`config.mk`:
```
export PLATFORM = sky130hd
export DESIGN_NAME = id_ex_stage_reg
export DESIGN_NICKNAME = d
export VERILOG_FILES = /design/src/rtl/id_ex_stage_reg.sv
export SDC_FILE = /design/constraint.sdc
export NUM_CORES = 1
export LEC_CHECK = 0
export BUFFER_PORTS_ARGS = -buffer_cell sky130_fd_sc_hd__buf_4
export CAP_MARGIN = 20
export CORE_AREA = 2 2 125 127
export CTS_BUF_LIST = sky130_fd_sc_hd__clkbuf_2
export DETAILED_ROUTE_END_ITERATION = 12
export DIE_AREA = 0 0 127 129
export GPL_TIMING_DRIVEN = 0
export PLACE_DENSITY_LB_ADDON = 0.2
export SKIP_LAST_GASP = 1
export SLEW_MARGIN = 20
export SYNTH_ARGS = -nofsm -noshare
export SYNTH_HDL_FRONTEND = slang
export SYNTH_SLANG_ARGS = --single-unit
```
`constraint.sdc`:
```
create_clock -name clk -period 13.85 [get_ports clk]
set_input_delay 1.385 -clock clk [delete_from_list [all_inputs] [get_ports clk]]
set_output_delay 1.385 -clock clk [all_outputs]
set_load 0.03 [all_outputs]
```
`src/rtl/id_ex_stage_reg.sv`:
```
// ID/EX pipeline register with integrated load-use hazard detection.
//
// Captures the decoded operands, register addresses and control bits from
// decode and presents them to execute. A load in EX whose destination feeds
// the instruction in ID causes a one-cycle bubble. An external stall holds
// the stage, and a branch flush clears it.
//
// Optional feature macro: ID_EX_HAZARD_DETECT_EN
//   defined   : load-use detection is active, hazard_stall and bubble_cnt are live
//   undefined : no internal detection, hazard_stall = 0 and bubble_cnt = 0;
//               hazards must be resolved externally through stall_ext/flush
module id_ex_stage_reg #(
    parameter int DATA_WIDTH     = 32,
    parameter int REG_ADDR_WIDTH = 5,
    parameter int ALUOP_WIDTH    = 4,
    parameter int CNT_WIDTH      = 16
) (
    input  logic                      clk,
    input  logic                      rst,
    input  logic [DATA_WIDTH-1:0]     pc_ID,
    input  logic [DATA_WIDTH-1:0]     readData1_ID,
    input  logic [DATA_WIDTH-1:0]     readData2_ID,
    input  logic [DATA_WIDTH-1:0]     imm_ID,
    input  logic [REG_ADDR_WIDTH-1:0] rs1_ID,
    input  logic [REG_ADDR_WIDTH-1:0] rs2_ID,
    input  logic [REG_ADDR_WIDTH-1:0] rd_ID,
    input  logic                      regWrite_ID,
    input  logic                      memRead_ID,
    input  logic                      memWrite_ID,
    input  logic                      memToReg_ID,
    input  logic                      aluSrc_ID,
    input  logic [ALUOP_WIDTH-1:0]    aluOp_ID,
    input  logic                      valid_ID,
    input  logic                      stall_ext,
    input  logic                      flush,
    output logic [DATA_WIDTH-1:0]     pc_IDEX,
    output logic [DATA_WIDTH-1:0]     readData1_IDEX,
    output logic [DATA_WIDTH-1:0]     readData2_IDEX,
    output logic [DATA_WIDTH-1:0]     imm_IDEX,
    output logic [REG_ADDR_WIDTH-1:0] rs1_IDEX,
    output logic [REG_ADDR_WIDTH-1:0] rs2_IDEX,
    output logic [REG_ADDR_WIDTH-1:0] rd_IDEX,
    output logic                      regWrite_IDEX,
    output logic                      memRead_IDEX,
    output logic                      memWrite_IDEX,
    output logic                      memToReg_IDEX,
    output logic                      aluSrc_IDEX,
    output logic [ALUOP_WIDTH-1:0]    aluOp_IDEX,
    output logic                      valid_IDEX,
    output logic                      hazard_stall,
    output logic [CNT_WIDTH-1:0]      bubble_cnt
);

    // All stage fields are carried as one flat vector so that flush, hold,
    // bubble and load treat every field identically.
    localparam int STAGE_W = 4 * DATA_WIDTH + 3 * REG_ADDR_WIDTH + 5 + ALUOP_WIDTH + 1;

    localparam logic [STAGE_W-1:0]        STAGE_ZERO = {STAGE_W{1'b0}};
    localparam logic [REG_ADDR_WIDTH-1:0] REG_ZERO   = {REG_ADDR_WIDTH{1'b0}};
    localparam logic [CNT_WIDTH-1:0]      CNT_ZERO   = {CNT_WIDTH{1'b0}};
    localparam logic [CNT_WIDTH-1:0]      CNT_ONE    = {{(CNT_WIDTH-1){1'b0}}, 1'b1};
    localparam logic [CNT_WIDTH-1:0]      CNT_MAX    = {CNT_WIDTH{1'b1}};

    logic [STAGE_W-1:0]   w_id_stage;
    logic [STAGE_W-1:0]   r_stage;
    logic [CNT_WIDTH-1:0] r_bubble_cnt;
    logic                 w_hazard;
    logic                 w_bubble_ins;

    assign w_id_stage = {valid_ID, aluOp_ID, aluSrc_ID, memToReg_ID, memWrite_ID,
                         memRead_ID, regWrite_ID, rd_ID, rs2_ID, rs1_ID,
                         imm_ID, readData2_ID, readData1_ID, pc_ID};

    assign {valid_IDEX, aluOp_IDEX, aluSrc_IDEX, memToReg_IDEX, memWrite_IDEX,
            memRead_IDEX, regWrite_IDEX, rd_IDEX, rs2_IDEX, rs1_IDEX,
            imm_IDEX, readData2_IDEX, readData1_IDEX, pc_IDEX} = r_stage;

`ifdef ID_EX_HAZARD_DETECT_EN
    // Load-use detection: a valid load in EX writing a nonzero register that
    // either source of the valid ID instruction reads. Both sources are
    // compared regardless of whether the instruction actually uses them.
    always_comb begin
        w_hazard = valid_IDEX & memRead_IDEX & (rd_IDEX != REG_ZERO) & valid_ID &
                   ((rd_IDEX == rs1_ID) | (rd_IDEX == rs2_ID));
    end
`else
    // Detection disabled: the stage never generates its own bubbles.
    always_comb begin
        w_hazard = 1'b0;
    end
`endif

    // A redirect makes the dependent instruction irrelevant, so flush masks
    // the stall request; an external stall does not.
    always_comb begin
        hazard_stall = w_hazard & ~flush;
        w_bubble_ins = w_hazard & ~flush & ~stall_ext;
    end

    // Stage register: flush clears, external stall holds, load-use inserts a
    // bubble, otherwise the decode values advance.
    always_ff @(posedge clk or posedge rst) begin
        if (rst) begin
            r_stage <= STAGE_ZERO;
        end else if (flush) begin
            r_stage <= STAGE_ZERO;
        end else if (stall_ext) begin
            r_stage <= r_stage;
        end else if (w_hazard) begin
            r_stage <= STAGE_ZERO;
        end else begin
            r_stage <= w_id_stage;
        end
    end

    // Bubble counter: counts only inserted load-use bubbles, saturating at
    // all-ones; flush leaves it untouched.
    always_ff @(posedge clk or posedge rst) begin
        if (rst) begin
            r_bubble_cnt <= CNT_ZERO;
        end else if (w_bubble_ins && (r_bubble_cnt != CNT_MAX)) begin
            r_bubble_cnt <= r_bubble_cnt + CNT_ONE;
        end else begin
            r_bubble_cnt <= r_bubble_cnt;
        end
    end

    assign bubble_cnt = r_bubble_cnt;

endmodule

```
# Word level (Yosys, flattened, before mapping)
# Index checks and enable logic that the tools add are counted.
classes:
  mux: 2
  n_eq_ne: 1
ops:
  columns: ["operator", "n"]
  rows:
  - ["$mux W153", 2]
  - ["$ne A2 B1 Y1 const B", 1]
totals:
  out_inout_bits: 170
  ff_bits: 153

# Depth between registers and ports, before layout
logic_depth:
  depth_word: 2
  ltp_mapped: 5
  depth_no_buf: 2

# Worst setup path before layout
# OpenSTA, ideal clock, no wires.
synth_timing:
  path_type: "input -> register"
  startpoint: "input stall_ext"
  endpoint: "register r_stage[100]"
  stages: 5
  arrival_ns: 2.056
  path_buffers: 3
  setup_slack_ns: 11.672
  required_ns: 13.729
  cell_sequence: "buf_4 -> buf_6 -> buf_6 -> mux2i_1 -> nor2_1"
synth_between:
  elab_chain_len: 1
synth_rtl:
  columns: ["element", "line_no", "rtl"]
  rows:
  - ["start: declaration", "34", "input logic stall_ext,"]
  - ["$ne A2 B1 Y1 (no source line)", null, null]
  - ["end signal: assignment", "108", "r_stage <= r_stage;"]
  - ["end signal: assignment", "112", "r_stage <= w_id_stage;"]
  - ["end: declaration", "65", "logic [STAGE_W-1:0] r_stage;"]
# Every way passes these cells.
# A chain may end at the register's enable or synchronous reset.

# Worst setup path in the final report
layout_timing:
  startpoint: "register r_stage[149]"
  endpoint: "output aluOp_IDEX[1]"
layout_rtl:
  columns: ["element", "line_no", "rtl"]
  rows:
  - ["end: declaration", "48", "output logic [ALUOP_WIDTH-1:0] aluOp_IDEX,"]
# No word-level cell between the ends.

==> metrics.yaml <==
status:
  status: "finished, final reports clean"
cells_and_area:
  n_antenna_cell: 0
  top_register: "r_stage"
  drive_gt1_share_pct: 43.4
  reg_top3: "r_stage (153)"
  area_growth_pct: 45.4
  fin_util_pct: 61.2
  fin_nets: 1012
  largest_reg_flops: 153
clock_tree:
  cts_max_path_buffers: 2
  cts_sinks: 153
  clk_pin_slew_ps: 200
  hold_buffers: 0
  cts_setup_buffers: 0
  clk_latency_ps: 680
  cts_buffers: 17
  cts_tree: "built"
  h-tree-depth: 4
  root_buffer: "clkbuf_2"
  cts-resized-gates: 0
synthesis:
  avgSynthCellArea_sq_um: 12.3
  synth_cell_type_count: 9
  synthSimpleGateAreaFrac_pct: 9.11
  ys.flop_type: "dfrtp_1"
  synth_adder_area_share_pct: 0
  synth.area.mux_share_pct: 24.3
  postSynthCellCount: 512
  yosysTopAreaCell: "dfrtp_1"
  synth_top_family_by_area: "multiplexers"
  synth-xor-area-share_pct: 0
  syn_area_sq_um: 6300
  synth_common_cells: "153 x dfrtp_1, 153 x mux2i_1, 153 x nor2_1, 26 x buf_4, 9 x clkbuf_1"
  synth-seq-area-share_pct: 60.8
  yosys.area.top_type_share_pct: 60.8
  synth_edf_count: 0
  synth_compound_area_share_pct: 0
  netlist_top_cells_area: "dfrtp_1 61%, mux2i_1 24%, nor2_1 9.1%"
  ys_ff_latch: 153
  async_reset_ff_share_pct: 100
  ys_warn_count: 0
worst_hold_path:
  hp-class: "flop to flop"
power:
  p_leak_uw: 0.00520
  p_per_area_nw_per_um2: 103
  peakVddDrop_v: 0.0000597
critical_path:
  critPathKind: "flop to output pin"
  worst_setup_path_end_kind: "output pin"
  critPathBufInv: 1
  cp_slowest_cell: "dfrtp_1"
  max_stage_delay_ps: 450
  arrival_ps: 1330
  critPathMaxFanout: 2
  path_cells: "buf_4"
  cp-start-kind: "flop"
  cp.required_ps: 12470
  critPathTopFamily: "flip-flops"
timing:
  relSlewSlack_pct: 63.7
  finalHoldViolCount: 0
  final.setup.tns_ps: 0
  fmax_mhz: 368
  worstMarginPinSlew_ps: 545
  finalClockSkew_ps: 0
  rsz0062_at_grt: "no"
  setup_viol: 0
  post-route-period-util_pct: 19.6
  slew_viol_final: 0
  period_needed_ps: 2710
routing:
  routed_via_density: 4.71
  drtPass1Iterations: 4
  ant_nets: 0
  route.detailed.wl_per_inst_microns: 16.3
  vias: 4974
  drt_wl_total_mm: 17.2
  first_iter_violations: 204
  drcViolationCount: 0
die:
  rows: 45
  io_pins: 327
  fp.dieH_microns: 129
  die_area_sq_um: 16400
  die_x_microns: 127
  start_util_pct: 42.1
  core-area_sq_um: 15000
global_routing:
  grt_max_degree: 79
  grt-ovfl-total: 0
  grt_pass1_wl_mm: 26.4
  track_usage_pct: 21.0
  grt_pass1_vias: 5245
  antenna_found_initial: 0
placement:
  place_congestion: 0.818
  portBuffers: 307
  dp_hpwl_mm: 13.2
flow_run:
  maxCapViolations: 0
final cells by class:
| cell class | count | area (sq um) |
|---|---|---|
| fill | 1227 | 5820 |
| timing repair buffer | 308 | 2330 |
| clock buffer | 18 | 90.1 |
| multi-input combinational | 323 | 2170 |
| clock inverter | 13 | 135 |
| sequential | 153 | 3830 |
| buffer | 51 | 359 |
| tap | 188 | 235 |
| inverter | 1 | 11.3 |
power by group:
part | internal, uW | switching (uW)
Sequential | 472 | 15.0
Combinational | 93.4 | 121
Clock | 95.8 | 147
cells in the final DEF (no fill, tap or decap), drive strengths merged:
| master | instances |
|---|---|
| mux2i | 153 |
| bufinv | 3 |
| inv | 1 |
| clkinvlp | 1 |
| nor2 | 153 |
| clkinv | 9 |
| conb | 17 |
| buf | 350 |
| dfrtp | 153 |
| clkbuf | 27 |
layer usage:
layer  vias up  track usage, %  routed length, microns
li1       2331               -                       -
met4         0            6.40                     294
met2       221            35.5                    8540
met1      2398            24.0                    6570
met3        24            9.48                    1760
met5         -               0                       0
through the flow:
| step | setup WS (ps) | power [uW] | std cells | hold WS, ps | area, sq um |
|---|---|---|---|---|---|
| CTS | 11050 | 958 | 1055 | 556 | 9160 |
| global placement | 6820 | 706 | 1023 | 504 | 8900 |
| finish | 11140 | 945 | 1055 | 552 | 9160 |
| floorplan | 8340 | 616 | 528 | 711 | 6360 |
| global route | 11000 | 995 | 1055 | 581 | 9160 |
| detailed placement | 11170 | 712 | 1024 | 515 | 8940 |
kinds of logic after synthesis:
| kind of cell | Yosys count |
|---|---|
| buf+inv | 52 |
| flops | 153 |
| mux | 153 |
| other cells | 1 |
| simple gates | 153 |
path summary, 6_finish.rpt:
kind	startpoint	endpoint	slack (ps)	depth (start not counted)
max in group asynchronous	rst	r_stage[113]	12380	3
min in group asynchronous	rst	r_stage[151]	710	2
max	r_stage[149]	aluOp_IDEX[1]	11140	1
min reg2reg	r_stage[83]	r_stage[83]	550	2
max reg2reg	r_stage[67]	r_stage[67]	13090	2
min	r_stage[83]	r_stage[83]	550	2
Note: power is estimated with default switching activity, not from simulation.
